File: src/rtl/frame_trace_tx.sv
`default_nettype none
// ============================================================================
// Module      : frame_trace_tx
// Description : Captures one frame of player state on a strobe and streams it
//               as a fixed 25-byte packet over a valid/ready byte interface:
//                 0      sync byte
//                 1-2    frame counter (value before this frame's increment)
//                 3      {exit, 1'b0, btn[5:0]}
//                 4-7    pos.x, pos.y        (16-bit each)
//                 8-15   rem.x, rem.y        (32-bit Q16.16 each)
//                 16-23  spd.x, spd.y        (32-bit Q16.16 each)
//                 24     XOR of bytes 1..23
//               Multi-byte fields are big-endian.
// Ports       : clk, rst (sync, active-low)
//               frame_valid, pos{x[31:16],y[15:0]}, rem{x[63:32],y[31:0]},
//               spd{x[63:32],y[31:0]}, exit, btn   - frame snapshot inputs
//               tx_data, tx_valid, tx_ready         - byte stream
//               busy                                - packet in flight
//               overruns                            - saturating drop count
// Revision    : 1.0 - initial release
// ============================================================================
module frame_trace_tx #(
    parameter logic [7:0]  SYNC_BYTE = 8'hA5,
    parameter int unsigned DECIMATE  = 1
) (
    input  logic        clk,
    input  logic        rst,
    input  logic        frame_valid,
    input  logic [31:0] pos,
    input  logic [63:0] rem,
    input  logic [63:0] spd,
    input  logic        exit,
    input  logic [5:0]  btn,
    output logic [7:0]  tx_data,
    output logic        tx_valid,
    input  logic        tx_ready,
    output logic        busy,
    output logic [7:0]  overruns
);

    typedef enum logic [0:0] {
        ST_IDLE = 1'b0,
        ST_SEND = 1'b1
    } state_t;

    localparam logic [4:0] LAST_IDX = 5'd24;
    localparam logic [7:0] DEC_LAST = 8'(DECIMATE - 1);

    state_t       state;
    state_t       state_next;

    // Whole packet is held in a shift register; the head byte is always on
    // tx_data, so the byte stays stable until its handshake shifts it out.
    logic [199:0] r_shadow;
    logic [4:0]   r_idx;
    logic [15:0]  r_frame_cnt;
    logic [7:0]   r_dec_cnt;
    logic [7:0]   r_overruns;

    logic [183:0] w_body;
    logic [7:0]   w_chk;
    logic         w_hs;
    logic         w_last;
    logic         w_eligible;
    logic         w_accept;
    logic         w_drop;

    // Bytes 1..23 in transmit order, MSB first.
    assign w_body = {r_frame_cnt, exit, 1'b0, btn, pos, rem, spd};

    // Checksum is precomputed at capture so the shadow holds the full packet.
    always_comb begin
        w_chk = '0;
        for (int i = 0; i < 23; i++) begin
            w_chk = w_chk ^ w_body[i*8 +: 8];
        end
    end

    assign tx_valid   = (state == ST_SEND);
    assign busy       = tx_valid;
    assign tx_data    = r_shadow[199:192];
    assign overruns   = r_overruns;

    assign w_hs       = tx_valid && tx_ready;
    assign w_last     = w_hs && (r_idx == LAST_IDX);
    assign w_eligible = frame_valid && (r_dec_cnt == 8'd0);
    // The final handshake frees the shadow in the same cycle, allowing a
    // back-to-back capture with no idle bubble.
    assign w_accept   = w_eligible && ((state == ST_IDLE) || w_last);
    assign w_drop     = w_eligible && (state == ST_SEND) && !w_last;

    always_ff @(posedge clk) begin
        if (!rst) begin
            state <= ST_IDLE;
        end else begin
            state <= state_next;
        end
    end

    always_comb begin
        state_next = state;
        unique case (state)
            ST_IDLE: if (w_accept)            state_next = ST_SEND;
            ST_SEND: if (w_last && !w_accept) state_next = ST_IDLE;
            default:                          state_next = ST_IDLE;
        endcase
    end

    always_ff @(posedge clk) begin
        if (!rst) begin
            r_shadow    <= '0;
            r_idx       <= '0;
            r_frame_cnt <= '0;
            r_dec_cnt   <= '0;
            r_overruns  <= '0;
        end else begin
            if (w_accept) begin
                r_shadow <= {SYNC_BYTE, w_body, w_chk};
                r_idx    <= '0;
            end else if (w_hs) begin
                // Zero fill leaves tx_data at 0 once the packet has drained.
                r_shadow <= {r_shadow[191:0], 8'h00};
                r_idx    <= r_idx + 5'd1;
            end

            if (frame_valid) begin
                r_frame_cnt <= r_frame_cnt + 16'd1;
                r_dec_cnt   <= (r_dec_cnt == DEC_LAST) ? 8'd0 : r_dec_cnt + 8'd1;
            end

            if (w_drop && (r_overruns != 8'hFF)) begin
                r_overruns <= r_overruns + 8'd1;
            end
        end
    end

endmodule
`default_nettype wire

File: config.mk
export PLATFORM = sky130hd
export DESIGN_NAME = frame_trace_tx
export DESIGN_NICKNAME = d
export VERILOG_FILES = /design/src/rtl/frame_trace_tx.sv
export SDC_FILE = /design/constraint.sdc
export NUM_CORES = 1
export LEC_CHECK = 0
export CORE_ASPECT_RATIO = 1.75
export CORE_MARGIN = 4
export CORE_UTILIZATION = 57
export CTS_CLUSTER_DIAMETER = 80
export DETAILED_ROUTE_END_ITERATION = 10
export PLACE_DENSITY = 0.86
export SLEW_MARGIN = 20
export SYNTH_ARGS = -nofsm -noshare
export SYNTH_HDL_FRONTEND = slang
export SYNTH_SLANG_ARGS = --single-unit
File: constraint.sdc
create_clock -name clk -period 3.7 [get_ports clk]
set_clock_uncertainty 0.05 [all_clocks]
set_input_delay 0.74 -clock clk [delete_from_list [all_inputs] [get_ports clk]]
set_output_delay 0.74 -clock clk [all_outputs]
set_load 0.01 [all_outputs]
==> impl_metrics.csv <==
group,metric,value,unit
run_status,status,"complete, but fails checks",
run_status,violations,"DRC",
synthesis,ys_warn_count,0,
clock_tree,clk_pin_slew,0.07,ns
timing,max-slew-margin-rel,0.501,
synthesis,ys_seq_area_frac,0.455,
power_and_ir_drop,ir_drop,0.394,mV
detailed_routing,viasPerCell,6.52,
clock_tree,cts_sinks,238,
synthesis,netlist_top_cells_area,"dfxtp_1 (45%), a222oi_1 (17%), xnor2_1 (12%)",
critical_path,rr_worst_depth,10,
final_layout,drive_gt1_frac,0.0452,
clock_tree,cts_setup_buffers,0,
die,die_w,110,µm
clock_tree,cts_buffers,22,
job,cap_violations,0,
final_layout,fillCellCount,1268,
placement,placedCellCount,1392,
global_routing,track_usage,0.283,
timing,finalCriticalPeriod,2.67,ns
timing,hold_ws,0.413,ns
critical_path,path_class,"input pin to register",
synthesis,synthFlopType,"dfxtp_1",
synthesis,yosysTopAreaCell,"dfxtp_1",
critical_path,worstPathRequired,4.01,ns
synthesis,synth_cell_type_count,35,
timing,fin_crit_sh,0.721,
critical_path,cp_max_fo,79,
die,io_pins,189,
detailed_routing,ant_nets,0,
clock_tree,postCtsResizedCells,0,
placement,dp_hpwl,21.4,mm
final_layout,nets,1360,
detailed_routing,drtIter0Drc,1734,
final_layout,final_cells,1433,
timing,rsz0062_at_grt,"false",
global_routing,grt_pass1_wl,47.6,mm
timing,worst_pin_slew,0.743,ns
critical_path,max_stage_delay,0.48,ns
die,coreArea,0.0181,mm²
timing,finalSetupTns,0,ns
detailed_routing,dr.pass1.iters,11,
clock_tree,cts_tree,"done",
critical_path,cpMaxStageDelayCell,"clkdlybuf4s50_1",
critical_path,arrival,2.98,ns
critical_path,critPathLaunchType,"input pin",
final_layout,layout_common_cells,"dfxtp_1 (238), nor2_1 (230), clkdlybuf4s50_1 (188), a222oi_1 (183), xnor2_1 (148)",
global_routing,grt_pass1_vias,8977,
final_layout,area_delta_synth_final,25.4,%
synthesis,synth_edf_count,0,
synthesis,ys_seq_elements,238,
synthesis,syn-cell-area,0.0105,mm²
die,die_area,0.0207,mm²
detailed_routing,route.detailed.drc,4,
synthesis,synth_area_per_cell,9.89,µm²
final_layout,layout_commonest_cell,"dfxtp_1",
timing,final-max-slew-violation-count,0,
critical_path,cp_cell_sequence,"clkdlybuf4s50_1, nor4b_2, nand2_2, nor2_1, nor2_4, buf_12, buf_12, a222oi_1, nor2_1",
placement,place.gp.congestion,0.861,
global_routing,grt_start_max_net_pins,124,
timing,hold_viol_final,0,
timing,max_freq,375,MHz
clock_tree,cts.path.max_buffers,3,
die,die_h,187,µm
power_and_ir_drop,p_per_area,497,mW/mm²
critical_path,endpoint_kind,"register",
clock_tree,root_buffer,"clkbuf_16",
synthesis,yosysTopAreaCellShare,0.455,
global_routing,antenna_found_initial,4,
clock_tree,clock_latency,0.50,ns
hold_path,hold_path.class,"register to register",
hold_path,min_path_cells,2,
timing,finalSetupViolations,0,
clock_tree,hold_buffers,0,
clock_tree,htreeDepth,1,
global_routing,grt-ovfl-total,0,
synthesis,syn-num-nets,1236,
detailed_routing,detail_route.wl_per_cell,21.6,µm
die,num_rows,65,
die,initial_utilization,0.580,
detailed_routing,wl,31.0,mm
power_and_ir_drop,p_leak,4.69,nW
placement,port_buffers,188,
synthesis,synthCells,1059,
synthesis,synthArstFlopShare,0,
detailed_routing,vias,9337,
## layer usage
metal / up-vias / global-route usage / wire length (µm)
met5: - / 0 / 0
met4: 0 / 0.196 / 2320
met3: 108 / 0.0463 / 2480
met2: 527 / 0.484 / 15700
met1: 4495 / 0.317 / 10500
li1: 4207 / - / -
## path summary, 6_finish.rpt
path                                    start       endpoint  slack (ns)
worst max-delay path              frame_valid   r_shadow[60]        1.03
worst min-delay path            r_shadow[174]  r_shadow[174]        0.41
worst max register to register   r_dec_cnt[0]   r_shadow[60]        1.09
worst min register to register  r_shadow[174]  r_shadow[174]        0.41
## cell type report
| class | count | area (µm²) | share of cell area |
|---|---|---|---|
| multi-input cells | 713 | 5240 | 0.399 |
| flip-flops and latches | 238 | 4760 | 0.363 |
| repair buffers | 201 | 2080 | 0.158 |
| clock buffers | 33 | 683 | 0.0520 |
| well taps | 234 | 293 | 0.0223 |
| clock inverters | 3 | 40.0 | 0.00305 |
| inverters | 7 | 31.3 | 0.00238 |
| diodes | 4 | 10.0 | 0.000762 |
## report_power, final
group	switching (W)	internal, W
Clock	0.000939	0.00134
Combinational	0.000674	0.000725
Sequential	0.000120	0.00274
## per-stage QoR
stage,util,worst slack [ns],instance area [µm²],power (W)
floorplan,-,1.57,10500,0.00379
global placement,0.686,0.460,12400,0.00425
detailed placement,0.686,0.403,12400,0.00428
CTS,0.726,0.845,13100,0.00653
global route,0.728,0.895,13100,0.00677
finish,0.728,1.03,13100,0.00653
## synth_stat cells (2+ instances only)
cell	count
a21oi_1	9
xnor2_1	148
a222oi_1	183
a22oi_1	8
mux2i_1	3
nand3_1	6
buf_4	9
and4_1	5
xor2_1	41
inv_1	7
buf_2	48
o21ai_0	2
nor3_1	3
dfxtp_1	238
and3_1	5
or3_1	2
nand2_1	27
clkbuf_1	43
nor2_1	231
ha_1	6
nand4_1	9
a221oi_1	4
xnor3_1	8
and2_1	3
## critical path, delay by kind of cell
family	cells	cell delay, ns
AOI/OAI and AO/OA	1	0.34
and+or+nand+nor	5	0.95
buffers and inverters	3	0.91
## flip-flops by register name (all words and copies together), names as in the netlist
register     count
r_shadow       200
r_frame_cnt     16
overruns         8
r_dec_cnt        8
r_idx            5
busy             1
## cell families after synthesis
| kind of cell | Yosys count | share of synthesized area |
|---|---|---|
| AO/OA/AOI/OAI | 211 | 0.194 |
| XOR/XNOR | 197 | 0.175 |
| adder cells (fa/ha/maj) | 6 | 0.00717 |
| buffers and inverters | 108 | 0.0477 |
| flip-flops | 238 | 0.455 |
| multiplexers | 3 | 0.00287 |
| AND/OR/NAND/NOR | 296 | 0.118 |
Note: power is estimated with default switching activity, not from simulation.
